<file path="src/rtl/ram_arbiter_if.sv">
// Bundle for the shared data RAM.
// Carries the two requester ports (m0 = CPU load/store unit, m1 = loader/debug
// port) and the RAM write/read port. The arbiter uses the slave view. The
// requesters together with the RAM use the master view.
interface ram_arbiter_if #(
  parameter int AW = 32,
  parameter int DW = 32
);

  // Master 0: CPU load/store unit
  logic          m0_req;
  logic          m0_we;
  logic          m0_lock;
  logic [AW-1:0] m0_addr;
  logic [DW-1:0] m0_wdata;
  logic          m0_gnt;
  logic          m0_rvalid;
  logic [DW-1:0] m0_rdata;

  // Master 1: loader / debug port
  logic          m1_req;
  logic          m1_we;
  logic          m1_lock;
  logic [AW-1:0] m1_addr;
  logic [DW-1:0] m1_wdata;
  logic          m1_gnt;
  logic          m1_rvalid;
  logic [DW-1:0] m1_rdata;

  // RAM port: write side plus a read side with a 1-cycle synchronous read
  logic          ram_wen;
  logic [AW-1:0] ram_w_addr;
  logic [DW-1:0] ram_w_data;
  logic          ram_ren;
  logic [AW-1:0] ram_r_addr;
  logic [DW-1:0] ram_r_data;

  // Arbiter view
  modport slave (
    input  m0_req, m0_we, m0_lock, m0_addr, m0_wdata,
    output m0_gnt, m0_rvalid, m0_rdata,
    input  m1_req, m1_we, m1_lock, m1_addr, m1_wdata,
    output m1_gnt, m1_rvalid, m1_rdata,
    output ram_wen, ram_w_addr, ram_w_data, ram_ren, ram_r_addr,
    input  ram_r_data
  );

  // Requester and RAM view
  modport master (
    output m0_req, m0_we, m0_lock, m0_addr, m0_wdata,
    input  m0_gnt, m0_rvalid, m0_rdata,
    output m1_req, m1_we, m1_lock, m1_addr, m1_wdata,
    input  m1_gnt, m1_rvalid, m1_rdata,
    input  ram_wen, ram_w_addr, ram_w_data, ram_ren, ram_r_addr,
    output ram_r_data
  );

endinterface

</file>
<file path="src/rtl/ram_arbiter.sv">
// Two-requester arbiter in front of the single data RAM.
// It grants at most one access per cycle. Priority is round-robin, and a
// winner can hold a bounded lock for back-to-back bursts. The grant and the
// RAM command are issued in the same cycle as the request. Read data returns
// to the issuing master exactly one cycle after its read grant.
module ram_arbiter #(
  parameter int AW       = 32,
  parameter int DW       = 32,
  parameter int MAX_LOCK = 4
) (
  input logic          clk,
  input logic          rst,
  ram_arbiter_if.slave bus
);

  // The lock counter is 4 bits wide, so MAX_LOCK is limited to 1..15.
  localparam logic [3:0] MAX_LOCK_C = 4'(MAX_LOCK);

  // Arbitration state
  logic          ptr_r;         // round-robin pointer: 0 = m0 preferred, 1 = m1
  logic          lock_act_r;    // a lock is currently held
  logic          lock_own_r;    // master holding the lock
  logic [3:0]    lock_cnt_r;    // consecutive grants taken under the lock

  // Read return state
  logic          rd_pend_r;     // a read was granted last cycle
  logic          rd_own_r;      // master that issued that read
  logic [DW-1:0] m0_rdata_r;    // last data returned to m0
  logic [DW-1:0] m1_rdata_r;    // last data returned to m1

  // Combinational arbitration results
  logic          req0_s;
  logic          req1_s;
  logic          own_req_s;
  logic          lock_hold_s;
  logic          any_gnt_s;
  logic          win_s;
  logic          win_we_s;
  logic          win_lock_s;
  logic [AW-1:0] win_addr_s;
  logic [DW-1:0] win_wdata_s;
  logic [3:0]    cnt_next_s;
  logic          rvalid0_s;
  logic          rvalid1_s;

  // Mask the requests during reset, so that no grant escapes in a reset cycle.
  always_comb begin
    req0_s = bus.m0_req & ~rst;
    req1_s = bus.m1_req & ~rst;
  end

  // Choose the winner: a held lock first, then a lone requester, then the pointer.
  always_comb begin
    lock_hold_s = 1'b0;
    any_gnt_s   = 1'b0;
    win_s       = 1'b0;
    own_req_s   = lock_own_r ? req1_s : req0_s;
    if (lock_act_r && own_req_s) begin
      lock_hold_s = 1'b1;
      any_gnt_s   = 1'b1;
      win_s       = lock_own_r;
    end else if (req0_s && req1_s) begin
      any_gnt_s   = 1'b1;
      win_s       = ptr_r;
    end else if (req0_s) begin
      any_gnt_s   = 1'b1;
      win_s       = 1'b0;
    end else if (req1_s) begin
      any_gnt_s   = 1'b1;
      win_s       = 1'b1;
    end else begin
      any_gnt_s   = 1'b0;
      win_s       = 1'b0;
    end
  end

  // Select the winner's fields. With no grant, win_s is 0, so the m0 fields pass through.
  always_comb begin
    win_we_s    = 1'b0;
    win_lock_s  = 1'b0;
    win_addr_s  = '0;
    win_wdata_s = '0;
    if (win_s) begin
      win_we_s    = bus.m1_we;
      win_lock_s  = bus.m1_lock;
      win_addr_s  = bus.m1_addr;
      win_wdata_s = bus.m1_wdata;
    end else begin
      win_we_s    = bus.m0_we;
      win_lock_s  = bus.m0_lock;
      win_addr_s  = bus.m0_addr;
      win_wdata_s = bus.m0_wdata;
    end
  end

  // Count this grant. The count continues only when the grant extends the held lock.
  always_comb begin
    if (lock_hold_s) begin
      cnt_next_s = lock_cnt_r + 4'd1;
    end else begin
      cnt_next_s = 4'd1;
    end
  end

  // Drive the grant pulses and the RAM command for the current cycle.
  always_comb begin
    bus.m0_gnt     = any_gnt_s & ~win_s;
    bus.m1_gnt     = any_gnt_s &  win_s;
    bus.ram_wen    = any_gnt_s &  win_we_s;
    bus.ram_ren    = any_gnt_s & ~win_we_s;
    if (rst) begin
      bus.ram_w_addr = '0;
      bus.ram_w_data = '0;
      bus.ram_r_addr = '0;
    end else begin
      bus.ram_w_addr = win_addr_s;
      bus.ram_w_data = win_wdata_s;
      bus.ram_r_addr = win_addr_s;
    end
  end

  // Update the round-robin pointer and the lock owner and counter.
  always_ff @(posedge clk) begin
    if (rst) begin
      ptr_r      <= 1'b0;
      lock_act_r <= 1'b0;
      lock_own_r <= 1'b0;
      lock_cnt_r <= 4'd0;
    end else if (any_gnt_s) begin
      // During a lock the pointer already points away from the owner, so
      // "point at the loser" is correct for every grant.
      ptr_r <= ~win_s;
      if (win_lock_s && (cnt_next_s < MAX_LOCK_C)) begin
        lock_act_r <= 1'b1;
        lock_own_r <= win_s;
        lock_cnt_r <= cnt_next_s;
      end else begin
        // The lock was not requested, or this was the last grant the lock allows.
        lock_act_r <= 1'b0;
        lock_own_r <= 1'b0;
        lock_cnt_r <= 4'd0;
      end
    end else begin
      // No grant: nobody requests, so any lock is dropped.
      ptr_r      <= ptr_r;
      lock_act_r <= 1'b0;
      lock_own_r <= 1'b0;
      lock_cnt_r <= 4'd0;
    end
  end

  // Track the read in flight and capture the returned data for each master's hold register.
  always_ff @(posedge clk) begin
    if (rst) begin
      rd_pend_r  <= 1'b0;
      rd_own_r   <= 1'b0;
      m0_rdata_r <= '0;
      m1_rdata_r <= '0;
    end else begin
      rd_pend_r <= any_gnt_s & ~win_we_s;
      rd_own_r  <= win_s;
      if (rd_pend_r && !rd_own_r) begin
        m0_rdata_r <= bus.ram_r_data;
      end else begin
        m0_rdata_r <= m0_rdata_r;
      end
      if (rd_pend_r && rd_own_r) begin
        m1_rdata_r <= bus.ram_r_data;
      end else begin
        m1_rdata_r <= m1_rdata_r;
      end
    end
  end

  // Steer the RAM read data to the owner of the pending read. A reset in the return cycle suppresses it.
  always_comb begin
    rvalid0_s     = rd_pend_r & ~rd_own_r & ~rst;
    rvalid1_s     = rd_pend_r &  rd_own_r & ~rst;
    bus.m0_rvalid = rvalid0_s;
    bus.m1_rvalid = rvalid1_s;
    if (rvalid0_s) begin
      bus.m0_rdata = bus.ram_r_data;
    end else begin
      bus.m0_rdata = m0_rdata_r;
    end
    if (rvalid1_s) begin
      bus.m1_rdata = bus.ram_r_data;
    end else begin
      bus.m1_rdata = m1_rdata_r;
    end
  end

endmodule

</file>
<file path="src/flat_wrapper.sv">
// flat-port wrapper written by rule: the top's interface ports become plain ports
module ram_arbiter_flat 
#(
  parameter int AW       = 32,
  parameter int DW       = 32,
  parameter int MAX_LOCK = 4
)
  (clk, rst, bus_m0_req, bus_m0_we, bus_m0_lock, bus_m0_addr, bus_m0_wdata, bus_m0_gnt, bus_m0_rvalid, bus_m0_rdata, bus_m1_req, bus_m1_we, bus_m1_lock, bus_m1_addr, bus_m1_wdata, bus_m1_gnt, bus_m1_rvalid, bus_m1_rdata, bus_ram_wen, bus_ram_w_addr, bus_ram_w_data, bus_ram_ren, bus_ram_r_addr, bus_ram_r_data);
  ram_arbiter_if #(.AW(AW), .DW(DW)) bus_i ();
  input logic clk;
  input logic rst;
  input wire logic [$bits(bus_i.m0_req)-1:0] bus_m0_req;
  input wire logic [$bits(bus_i.m0_we)-1:0] bus_m0_we;
  input wire logic [$bits(bus_i.m0_lock)-1:0] bus_m0_lock;
  input wire logic [$bits(bus_i.m0_addr)-1:0] bus_m0_addr;
  input wire logic [$bits(bus_i.m0_wdata)-1:0] bus_m0_wdata;
  output wire logic [$bits(bus_i.m0_gnt)-1:0] bus_m0_gnt;
  output wire logic [$bits(bus_i.m0_rvalid)-1:0] bus_m0_rvalid;
  output wire logic [$bits(bus_i.m0_rdata)-1:0] bus_m0_rdata;
  input wire logic [$bits(bus_i.m1_req)-1:0] bus_m1_req;
  input wire logic [$bits(bus_i.m1_we)-1:0] bus_m1_we;
  input wire logic [$bits(bus_i.m1_lock)-1:0] bus_m1_lock;
  input wire logic [$bits(bus_i.m1_addr)-1:0] bus_m1_addr;
  input wire logic [$bits(bus_i.m1_wdata)-1:0] bus_m1_wdata;
  output wire logic [$bits(bus_i.m1_gnt)-1:0] bus_m1_gnt;
  output wire logic [$bits(bus_i.m1_rvalid)-1:0] bus_m1_rvalid;
  output wire logic [$bits(bus_i.m1_rdata)-1:0] bus_m1_rdata;
  output wire logic [$bits(bus_i.ram_wen)-1:0] bus_ram_wen;
  output wire logic [$bits(bus_i.ram_w_addr)-1:0] bus_ram_w_addr;
  output wire logic [$bits(bus_i.ram_w_data)-1:0] bus_ram_w_data;
  output wire logic [$bits(bus_i.ram_ren)-1:0] bus_ram_ren;
  output wire logic [$bits(bus_i.ram_r_addr)-1:0] bus_ram_r_addr;
  input wire logic [$bits(bus_i.ram_r_data)-1:0] bus_ram_r_data;
  assign bus_i.m0_req = bus_m0_req;
  assign bus_i.m0_we = bus_m0_we;
  assign bus_i.m0_lock = bus_m0_lock;
  assign bus_i.m0_addr = bus_m0_addr;
  assign bus_i.m0_wdata = bus_m0_wdata;
  assign bus_m0_gnt = bus_i.m0_gnt;
  assign bus_m0_rvalid = bus_i.m0_rvalid;
  assign bus_m0_rdata = bus_i.m0_rdata;
  assign bus_i.m1_req = bus_m1_req;
  assign bus_i.m1_we = bus_m1_we;
  assign bus_i.m1_lock = bus_m1_lock;
  assign bus_i.m1_addr = bus_m1_addr;
  assign bus_i.m1_wdata = bus_m1_wdata;
  assign bus_m1_gnt = bus_i.m1_gnt;
  assign bus_m1_rvalid = bus_i.m1_rvalid;
  assign bus_m1_rdata = bus_i.m1_rdata;
  assign bus_ram_wen = bus_i.ram_wen;
  assign bus_ram_w_addr = bus_i.ram_w_addr;
  assign bus_ram_w_data = bus_i.ram_w_data;
  assign bus_ram_ren = bus_i.ram_ren;
  assign bus_ram_r_addr = bus_i.ram_r_addr;
  assign bus_i.ram_r_data = bus_ram_r_data;
  ram_arbiter #(.AW(AW), .DW(DW), .MAX_LOCK(MAX_LOCK)) u_core (.clk(clk), .rst(rst), .bus(bus_i));
endmodule
</file>
<file path="config.mk">
export PLATFORM = sky130hd
export DESIGN_NAME = ram_arbiter_flat
export DESIGN_NICKNAME = d
export VERILOG_FILES = /design/src/rtl/ram_arbiter_if.sv /design/src/rtl/ram_arbiter.sv /design/src/flat_wrapper.sv
export SDC_FILE = /design/constraint.sdc
export NUM_CORES = 1
export LEC_CHECK = 0
export ABC_AREA = 1
export BUFFER_PORTS_ARGS = -buffer_cell sky130_fd_sc_hd__buf_2
export CAP_MARGIN = 25
export CORE_AREA = 8 8 140 142
export DETAILED_ROUTE_END_ITERATION = 16
export DIE_AREA = 0 0 148 150
export PLACE_DENSITY = 0.56
export SLEW_MARGIN = 5
export SYNTH_ARGS = -nofsm -noshare
export SYNTH_HDL_FRONTEND = slang
export SYNTH_SLANG_ARGS = --single-unit
</file>
<file path="constraint.sdc">
create_clock -name clk -period 2.05 [get_ports clk]
set_input_delay 0.3075 -clock clk [delete_from_list [all_inputs] [get_ports clk]]
set_output_delay 0.3075 -clock clk [all_outputs]
set_load 0.01 [all_outputs]
</file>
==> results of run 1 <==
kinds of logic (layout without fill, tap and decap cells):
family          count (synthesis)  count (layout)  synth area share, %
buf+inv                       157             514                 18.0
xor+xnor                        2               2                0.409
simple gates                  226             226                 20.5
compound gates                195             195                 26.6
other cells                     1               2               0.0875
flops                          73              73                 34.1
fa+ha+maj                       1               1                0.292
critical path, cell delays in order, from the launching register on:
cell	delay (ns)
dfxtp_2	0.34
inv_2	0.07
nand2_2	0.06
nand3_4	0.09
nand2_4	0.07
nand2_8	0.09
buf_12	0.15
buf_16	0.13
o21ai_0	0.08
nor2_1	0.23
buf_2	0.18
path summary, 6_finish.rpt:
kind | startpoint | end | slack, ns | cells past startpoint
worst min-delay path | bus_ram_r_data[24] | u_core.m1_rdata_r[24]$_SDFFE_PP0P_ | 0.22 | 3
worst max register to register | u_core.lock_own_r$_SDFF_PP0_ | u_core.rd_pend_r$_SDFF_PP0_ | 0.63 | 10
worst min register to register | u_core.m1_rdata_r[0]$_SDFFE_PP0P_ | u_core.m1_rdata_r[0]$_SDFFE_PP0P_ | 0.46 | 2
worst max-delay path | u_core.lock_own_r$_SDFF_PP0_ | bus_ram_r_addr[9] | -0.07 | 10
power breakdown:
group | switching, mW | internal, mW | total, mW
clock network | 0.596 | 0.941 | 1.54
logic | 0.629 | 0.524 | 1.15
registers | 0.0195 | 1.48 | 1.50
per-layer routing:
layer  vias to the layer above  wire length (um)  track usage (%)
li1                       2814                 -                -
met1                      2413              8210             19.1
met2                       229             10400             29.6
met3                        30              1950             6.23
met4                         2               505             5.30
met5                         -                10                0
sequential cells by signal, summed over array words and instances (netlist names):
signal and flops:
u_core.m1_rdata_r 32, u_core.lock_own_r 1, u_core.rd_pend_r 1, u_core.m0_rdata_r 32
u_core.lock_cnt_r 4, u_core.ptr_r 1, u_core.rd_own_r 1, u_core.lock_act_r 1
final cells by class:
type | instances | share of cell area [%]
Sequential cell | 73 | 20.0
Multi-Input combinational cell | 426 | 31.2
Inverter | 77 | 4.01
Clock inverter | 5 | 0.768
Tap cell | 229 | 3.91
Clock buffer | 11 | 3.17
Timing Repair Buffer | 421 | 36.9
timing repair:
action,4_1_cts,5_1_grt
gates cloned,4,6
pin swaps,20,23
resized for setup,67,65
endpoints found under the setup margin,88,120
setup buffers,7,5
cells in the final DEF (no fill, tap or decap), types with 2 or more instances in the layout:
master	instances
o21ai_1	27
buf_6	10
nand3_4	2
buf_16	4
o21ai_4	3
buf_12	9
clkbuf_1	2
nand3_1	5
clkinv_2	2
clkbuf_16	13
conb_1	2
dfxtp_2	4
nand2_2	4
o31ai_1	64
dfxtp_1	69
inv_2	3
o21ai_0	85
inv_1	73
nor2_4	3
buf_4	61
buf_8	5
nand2_1	73
o21ai_2	14
nor2_1	111
buf_2	327
nor2_2	22
through the flow:
stage / worst slack (ns) / power, mW / TNS, ns / cell area [sq um] / hold WS [ns]
final: -0.0738 / 4.19 / -1.87 / 7330 / 0.217
after CTS: -0.0765 / 4.16 / -2.65 / 6990 / 0.207
after floorplan: 0.218 / 2.02 / 0 / 4290 / 0.433
after global placement: -0.164 / 2.50 / -1.40 / 6360 / 0.454
after global routing: -0.158 / 4.41 / -11.77 / 7330 / 0.211
after detailed placement: -0.171 / 2.50 / -1.69 / 6360 / 0.455
==> metrics.cfg, run 1 <==
[routing]
ant_nets=0
drtIter0Drc=201
vias=5488
viasPerCell=4.42
dr.pass1.iters=4
drc_errors=0
routedWlPerCell_um=17.0
wirelength_um=21100

[outcome]
violations=setup timing
status=finished, violations left

[yosys]
synth-warning-count=0
ys_seq_area_share_pct=34.1
netlist_instances=655
synth_edf_count=0
async_flop_share_pct=0
ys.flop_type=dfxtp_1
synth_cell_type_count=25
yosysMostFrequentCell=nor2_1
ys_ff_latch=73
yosys-top-cells-area=dfxtp_1 34%, o21ai_0 14%, nor2_1 12%
syn_area_sq_mm=0.00429
synth_top_area_cell=dfxtp_1
synth_top_area_share_pct=34.1
syn_avg_cell_area_sq_um=6.54
yosys-top-cells-count=136 x nor2_1, 121 x o21ai_0, 76 x nand2_1

[finish]
layout-drive-gt1-share_pct=49.0
multi_input_area_sq_mm=0.00229
final_cells=1242
syn_to_final_growth_pct=71.1
final_util_pct=41.8
final_nets=1177
regArea_sq_mm=0.00147
diodes=0
fill_cells=1871

[clock_tree]
cts_tree=built
clk_path_buf_depth=2
htreeDepth=3
cts-buffers-inserted=9
clk_latency_ns=0.32
root_buffer=clkbuf_16
hold_buffers=0
cts_sinks=73
clk_pin_slew_worst_paths_ns=0.06

[timing]
hold_viol=0
slew_viol_final=0
max_freq_mhz=471
worst_slew_pin_slew_ns=0.763
clock_skew_ns=0.00768
min_period_ns=2.12
setup_slack_ns=-0.0738
max_slew_margin_pct=49.1
rsz0062_at_grt=yes
finalCritPeriodShare_pct=104
setup-violations-final=64

[grt]
overflow=0
grt_pass1_vias=5383
grt_max_degree=66
grt_antenna_before_repair=2
grt_pass1_wl_um=29900
grtUsageTotal_pct=17.0

[power]
ir_drop_v=0.000317
p_leak_nw=3.71
p_per_area_mw_per_mm2=571

[worst_setup_path]
path_max_fanout=5
arrival_ns=1.82
start_kind=flop
crit_required_ns=1.74
end_kind=output pin
worstSetupPathType=flop to output pin

[place]
dpl.cell_count=1204
gp_congestion=0.902
port_buffers=333
dp_hpwl_um=15700

[die]
dieArea_sq_mm=0.0222
die_w_um=148
fp.dieH_um=150
core_area_sq_mm=0.0175
fp-row-count=49
ios=334
initial_utilization_pct=24.4

[min_path]
hold_class=primary input to flop

[run]
cap_violations=0

Power figures use the tool's default switching activity.
==> inputs of run 2 (changes only) <==
Settings changed: PLACE_DENSITY 0.56 to 0.58.
Clock period 2.05 ns to 1.9 ns, I/O delays scaled along.
==> metrics.cfg, run 2 (synthesis gave the netlist of run 1 again) <==
[place]
dpl_worst_slack_ns=-0.279  ; -0.108 ns
gp_congestion=0.920  ; +2.1%
dpl.cell_count=1205  ; +0.083%
placed_cell_area_sq_mm=0.00634  ; -0.28%
dp_hpwl_um=15600  ; -0.47%
port_buffers=333  ; unchanged

[worst_setup_path]
path_max_fanout=7  ; +2
critPathSlowestCell=dfxtp_2
cp_num_buf_inv=5  ; +1
critical_path.most_common_cell=nand2_4
cp_top_family=buffers and inverters
crit_path_cell_trace=inv_2 > nand2_4 > nand3_4 > nand2_4 > nand2_8 > clkinv_8 > buf_8 > buf_16 > nor2_1 > nor2_2 > buf_2
end_kind=output pin
arrival_ns=1.81  ; about the same
crit_required_ns=1.62  ; -0.12 ns
start_kind=flop
cpPeakStageDelay_ns=0.34  ; about the same
worstSetupPathType=flop to output pin

[power]
p_per_area_mw_per_mm2=573  ; +0.37%
p_leak_nw=4.29  ; +16%
p_total_mw=5.03  ; +20%
ir_drop_v=0.000367  ; +16%

[grt]
use_met1_pct=20.7  ; +1.6 points
grt_max_degree=66  ; unchanged
met2_usage_pct=36.0  ; +6.4 points
grt_antenna_before_repair=3  ; +1
grtUsageTotal_pct=19.6  ; +2.6 points
grt_pass1_vias=5744  ; +6.7%
grt_pass1_wl_um=33700  ; +12%
grt_util_met3_pct=6.77  ; +0.54 points
overflow=0  ; unchanged
busiest_layer=met2

[finish]
layout-drive-gt1-share_pct=64.0  ; +15 points
final_cells=1271  ; +2.3%
multi_input_area_sq_mm=0.00306  ; +34%
mostFrequentLayoutCells=308 x buf_2, 72 x inv_1, 70 x buf_4
reg_top3=u_core.m0_rdata_r x32, u_core.m1_rdata_r x32, u_core.lock_cnt_r x4
fill_cells=1666  ; -11%
final_util_pct=50.1  ; +8.2 points
final_nets=1205  ; +2.4%
final_common_cell=buf_2
final_area_sq_mm=0.00878  ; +20%
syn_to_final_growth_pct=105
regArea_sq_mm=0.00147  ; +0.17%

[clock_tree]
clk_path_buf_depth=2  ; unchanged
cts-buffers-inserted=9  ; unchanged
clk_pin_slew_worst_paths_ns=0.06  ; about the same
cts_tree=built
htreeDepth=3  ; unchanged
hold_buffers=0  ; unchanged
root_buffer=clkbuf_16
cts_sinks=73  ; unchanged
clk_latency_ns=0.33  ; about the same

[timing]
hold_viol=0  ; unchanged
setup_slack_ns=-0.196  ; -0.122 ns
clock_skew_ns=0.00833  ; +0.000654 ns
min_period_ns=2.10
tns_ns=-14.99  ; -13.12 ns
max_slew_margin_pct=46.6  ; -2.5 points
max_freq_mhz=477
hold-worst-slack_ns=0.192  ; -0.0247 ns
finalCritPeriodShare_pct=110
setup-violations-final=115  ; +80%
slew_viol_final=0  ; unchanged
worst_slew_pin_slew_ns=0.801  ; +0.0373 ns
rsz0062_at_grt=yes

[routing]
vias=5864  ; +6.9%
ant_nets=0  ; unchanged
viasPerCell=4.61  ; +4.4%
wirelength_um=24400  ; +16%
drc_errors=0  ; unchanged
routedWlPerCell_um=19.2  ; +13%
drtIter0Drc=197  ; -2.0%
dr.pass1.iters=5  ; +1

[die]
dieArea_sq_mm=0.0222  ; unchanged
initial_utilization_pct=24.4  ; unchanged
die_w_um=148  ; unchanged
fp-row-count=49  ; unchanged
fp.dieH_um=150  ; unchanged
ios=334  ; unchanged
core_area_sq_mm=0.0175  ; unchanged

[run]
cap_violations=0  ; unchanged

[min_path]
hold_class=primary input to flop

[outcome]
status=finished, violations left
violations=setup timing

run 2: cell types whose count changed in the layout (fill, tap and decap cells not counted), moves of 19 or more:
cell	previous run	this run
buf_2	327	308
buf_6	10	30
nand2_1	73	34
nand2_4	1	26
nor2_1	111	48
nor2_2	22	55
nor2_4	3	33
o21ai_0	85	37
o21ai_2	14	40
run 2: what timing repair did:
item	4_1_cts	5_1_grt
buffers inserted	29	6
cloned	16	7
setup endpoints to repair	124	169
resized for setup	190	247
pin swaps	35	43
run 2: routing by layer:
layer	vias to the layer above	part of all wire, %
met5	-	0.094
met4	4	2.5
met3	36	8.6
met2	257	53
met1	2693	35
li1	2874	-
run 2: layout make-up:
class	count	area share, %
clock buffer	10	2.61
inverter	77	3.44
multi-input combinational	426	34.9
timing repair buffer	449	38.0
antenna	1	0.0285
tap	229	3.26
sequential	73	16.7
clock inverter	6	1.03
run 2: worst paths after layout:
check / from / to / slack, ns / cells past startpoint
worst max-delay path: u_core.lock_own_r$_SDFF_PP0_ / bus_ram_r_addr[5] / -0.20 / 11
worst min-delay path: bus_ram_r_data[28] / u_core.m1_rdata_r[28]$_SDFFE_PP0P_ / 0.19 / 3
worst max register to register: u_core.lock_own_r$_SDFF_PP0_ / u_core.lock_cnt_r[0]$_SDFF_PP0_ / 0.17 / 13
worst min register to register: u_core.m1_rdata_r[28]$_SDFFE_PP0P_ / u_core.m1_rdata_r[28]$_SDFFE_PP0P_ / 0.47 / 2
run 2: worst min-delay path: cells and delay by family:
kind	cells	cell delay, ns
compound gates	1	0.06
buf+inv	1	0.09
simple gates	1	0.06
run 2: power breakdown:
| part | switching, mW | internal (mW) | total, mW |
|---|---|---|---|
| logic | 0.841 | 0.722 | 1.56 |
| clock network | 0.697 | 1.16 | 1.85 |
| registers | 0.0233 | 1.59 | 1.62 |
==> inputs of run 3 (changes only) <==
Settings changed: ABC_AREA 1 to 0, CORE_AREA 8 8 140 142 to 8 8 141 143, DIE_AREA 0 0 148 150 to 0 0 149 151, PLACE_DENSITY 0.58 to 0.57.
==> metrics.cfg, run 3 <==
[finish]
final_common_cell=buf_2
diodes=0  ; -1
final_cells=1087  ; -14%
final_nets=1022  ; -15%
fill_cells=1669  ; +0.18%
syn_to_final_growth_pct=85.1
mostFrequentLayoutCells=264 x buf_2, 118 x nand2_1, 79 x buf_6
reg_top3=u_core.m0_rdata_r x32, u_core.m1_rdata_r x32, u_core.lock_cnt_r x4
layout-drive-gt1-share_pct=64.0  ; about the same
final_area_sq_mm=0.00799  ; -9.0%

[yosys]
synth_top_area_share_pct=33.9  ; -0.25 points
synth_edf_count=0  ; unchanged
yosysMostFrequentCell=nand2_1
syn_area_sq_mm=0.00432  ; +0.73%
yosys-top-cells-count=130 x nand2_1, 73 x dfxtp_1, 66 x a21oi_1
ys_ff_latch=73  ; unchanged
syn_avg_cell_area_sq_um=8.51  ; +30%
netlist_instances=507  ; -23%
ys_seq_area_share_pct=33.9  ; -0.25 points
async_flop_share_pct=0  ; unchanged
yosys-top-cells-area=dfxtp_1 34%, mux2_2 17%, a22o_1 13%
synth-warning-count=0  ; unchanged
ys.flop_type=dfxtp_1
synth_cell_type_count=30  ; +20%
synth_top_area_cell=dfxtp_1

[outcome]
violations=setup timing
status=finished, violations left

[timing]
finalCritPeriodShare_pct=115  ; +4.9 points
rsz0062_at_grt=yes
clock_skew_ns=0.00588  ; -0.00246 ns
max_freq_mhz=457  ; -4.3%
setup_slack_ns=-0.290  ; -0.0940 ns
hold_viol=0  ; unchanged
slew_viol_final=0  ; unchanged
tns_ns=-31.19  ; -16.20 ns
worst_slew_pin_slew_ns=0.679  ; -0.122 ns
setup-violations-final=165  ; +43%
max_slew_margin_pct=54.7  ; +8.0 points
min_period_ns=2.19  ; +0.0940 ns

[clock_tree]
hold_buffers=0  ; unchanged
htreeDepth=3  ; unchanged
cts_tree=built
clk_pin_slew_worst_paths_ns=0.06  ; about the same
cts_sinks=73  ; unchanged
clk_latency_ns=0.32  ; about the same
cts-buffers-inserted=9  ; unchanged
root_buffer=clkbuf_16
clk_path_buf_depth=2  ; unchanged

[die]
dieArea_sq_mm=0.0225  ; +1.3%
core_area_sq_mm=0.0177  ; +0.70%
die_w_um=149  ; +0.68%
fp.dieH_um=151  ; +0.67%
ios=334  ; unchanged
fp-row-count=49  ; unchanged
initial_utilization_pct=24.4  ; about the same

[min_path]
hold_path_depth=2  ; -1
hold_class=primary input to flop

[power]
ir_drop_v=0.000431  ; +17%
p_per_area_mw_per_mm2=579  ; +1.1%
p_leak_nw=3.98  ; -7.2%

[place]
port_buffers=333  ; unchanged
dpl.cell_count=1025  ; -15%
placed_cell_area_sq_mm=0.00608  ; -4.0%
gp_congestion=0.879  ; -4.5%
dp_hpwl_um=14100  ; -10%

[routing]
ant_nets=0  ; unchanged
vias=5052  ; -14%
wl_met2_um=10100  ; -22%
dr.pass1.iters=4  ; -1
wirelength_um=20800  ; -15%
wl_met1_um=8960  ; +4.1%
dr_wl_met3_um=1470  ; -30%
highest_layer=met5
drc_errors=0  ; unchanged
viasPerCell=4.65  ; +0.74%
drtIter0Drc=218  ; +11%
routedWlPerCell_um=19.1  ; -0.26%

[grt]
grtUsageTotal_pct=16.6  ; -3.0 points
grt_max_degree=41  ; -38%
overflow=0  ; unchanged
grt_antenna_before_repair=2  ; -1
grt_pass1_vias=5172  ; -10%
grt_pass1_wl_um=29500  ; -12%

[worst_setup_path]
crit_required_ns=1.62  ; about the same
worst-r2r-cell-count=10  ; -3
start_kind=flop
worstSetupPathType=flop to output pin
end_kind=output pin
arrival_ns=1.91  ; +0.10 ns
path_max_fanout=20  ; +13

[run]
cap_violations=0  ; unchanged

## run 3: cell types whose count changed in the layout (fill, tap and decap cells not counted), moves of 44 or more
cell     previous run  this run
mux2_4              0        65
o31ai_1            64         0
inv_1              72         5
buf_6              30        79
buf_2             308       264
nor2_2             55         0
nand2_1            34       118
nor2_1             48         3
a22o_1              0        64
## run 3: kinds of logic (layout without fill, tap and decap cells)
family	after synthesis	in the layout	synth area share [%]
compound gates	137	137	22.1
fa+ha+maj	1	1	0.290
buf+inv	81	431	12.2
flops	73	73	33.9
mux	67	67	17.5
other cells	1	2	0.0869
simple gates	147	147	13.9
## run 3: layer usage
metal	up-vias	GRT usage (%)
li1	2439	-
met1	2373	20.9
met2	216	27.9
met3	20	4.69
met4	4	2.93
met5	-	0
## run 3: path summary, 6_finish.rpt
path	start	to	slack, ns
max	u_core.lock_act_r$_SDFF_PP0_	bus_ram_w_data[4]	-0.29
min	bus_ram_r_data[19]	u_core.m0_rdata_r[19]$_SDFFE_PP0P_	0.22
max reg2reg	u_core.rd_own_r$_SDFF_PP0_	u_core.m0_rdata_r[0]$_SDFFE_PP0P_	0.20
min reg2reg	u_core.m1_rdata_r[25]$_SDFFE_PP0P_	u_core.m1_rdata_r[25]$_SDFFE_PP0P_	0.47
## run 3: area by class of cell
cell class / instances / area (sq um) / share of cell area (%)
clock buffer: 10 / 239 / 2.99
clock inverter: 6 / 66.3 / 0.830
inverter: 7 / 28.8 / 0.360
multi-input combinational: 354 / 2780 / 34.8
sequential: 73 / 1470 / 18.3
tap: 229 / 287 / 3.59
timing repair buffer: 408 / 3120 / 39.1
## run 3: what timing repair did
action                                  CTS  global route
endpoints found under the setup margin  164           165
gates cloned                             14             4
gates resized for setup                 164            76
pin swaps                                 3            22
setup buffers                            18            18
## run 3: critical path, cell delays in order, from the launching register on
cell and delay, ns:
dfxtp_2 0.33, mux2_4 0.31, o21ai_4 0.13, buf_4 0.16, inv_4 0.06, buf_12 0.16
buf_6 0.12, nand2_1 0.05, a21oi_1 0.06, buf_2 0.18
## run 3: report_power, final
part / switching (mW) / total, mW / internal [mW] / leakage, nW
combinational: 0.631 / 1.31 / 0.684 / 3.24
clock: 0.644 / 1.70 / 1.05 / 0.141
sequential: 0.0315 / 1.62 / 1.58 / 0.594
## run 3: metrics by stage
stage               utilization (%)  total power, mW  hold slack (ns)  setup WS, ns
floorplan                         -             2.18            0.418        0.0163
global placement               34.5             2.64            0.452       -0.0415
detailed placement             34.5             2.64            0.450       -0.0455
CTS                            43.0             4.59            0.202        -0.347
global route                   45.2             4.85            0.222        -0.377
finish                         45.2             4.63            0.224        -0.290
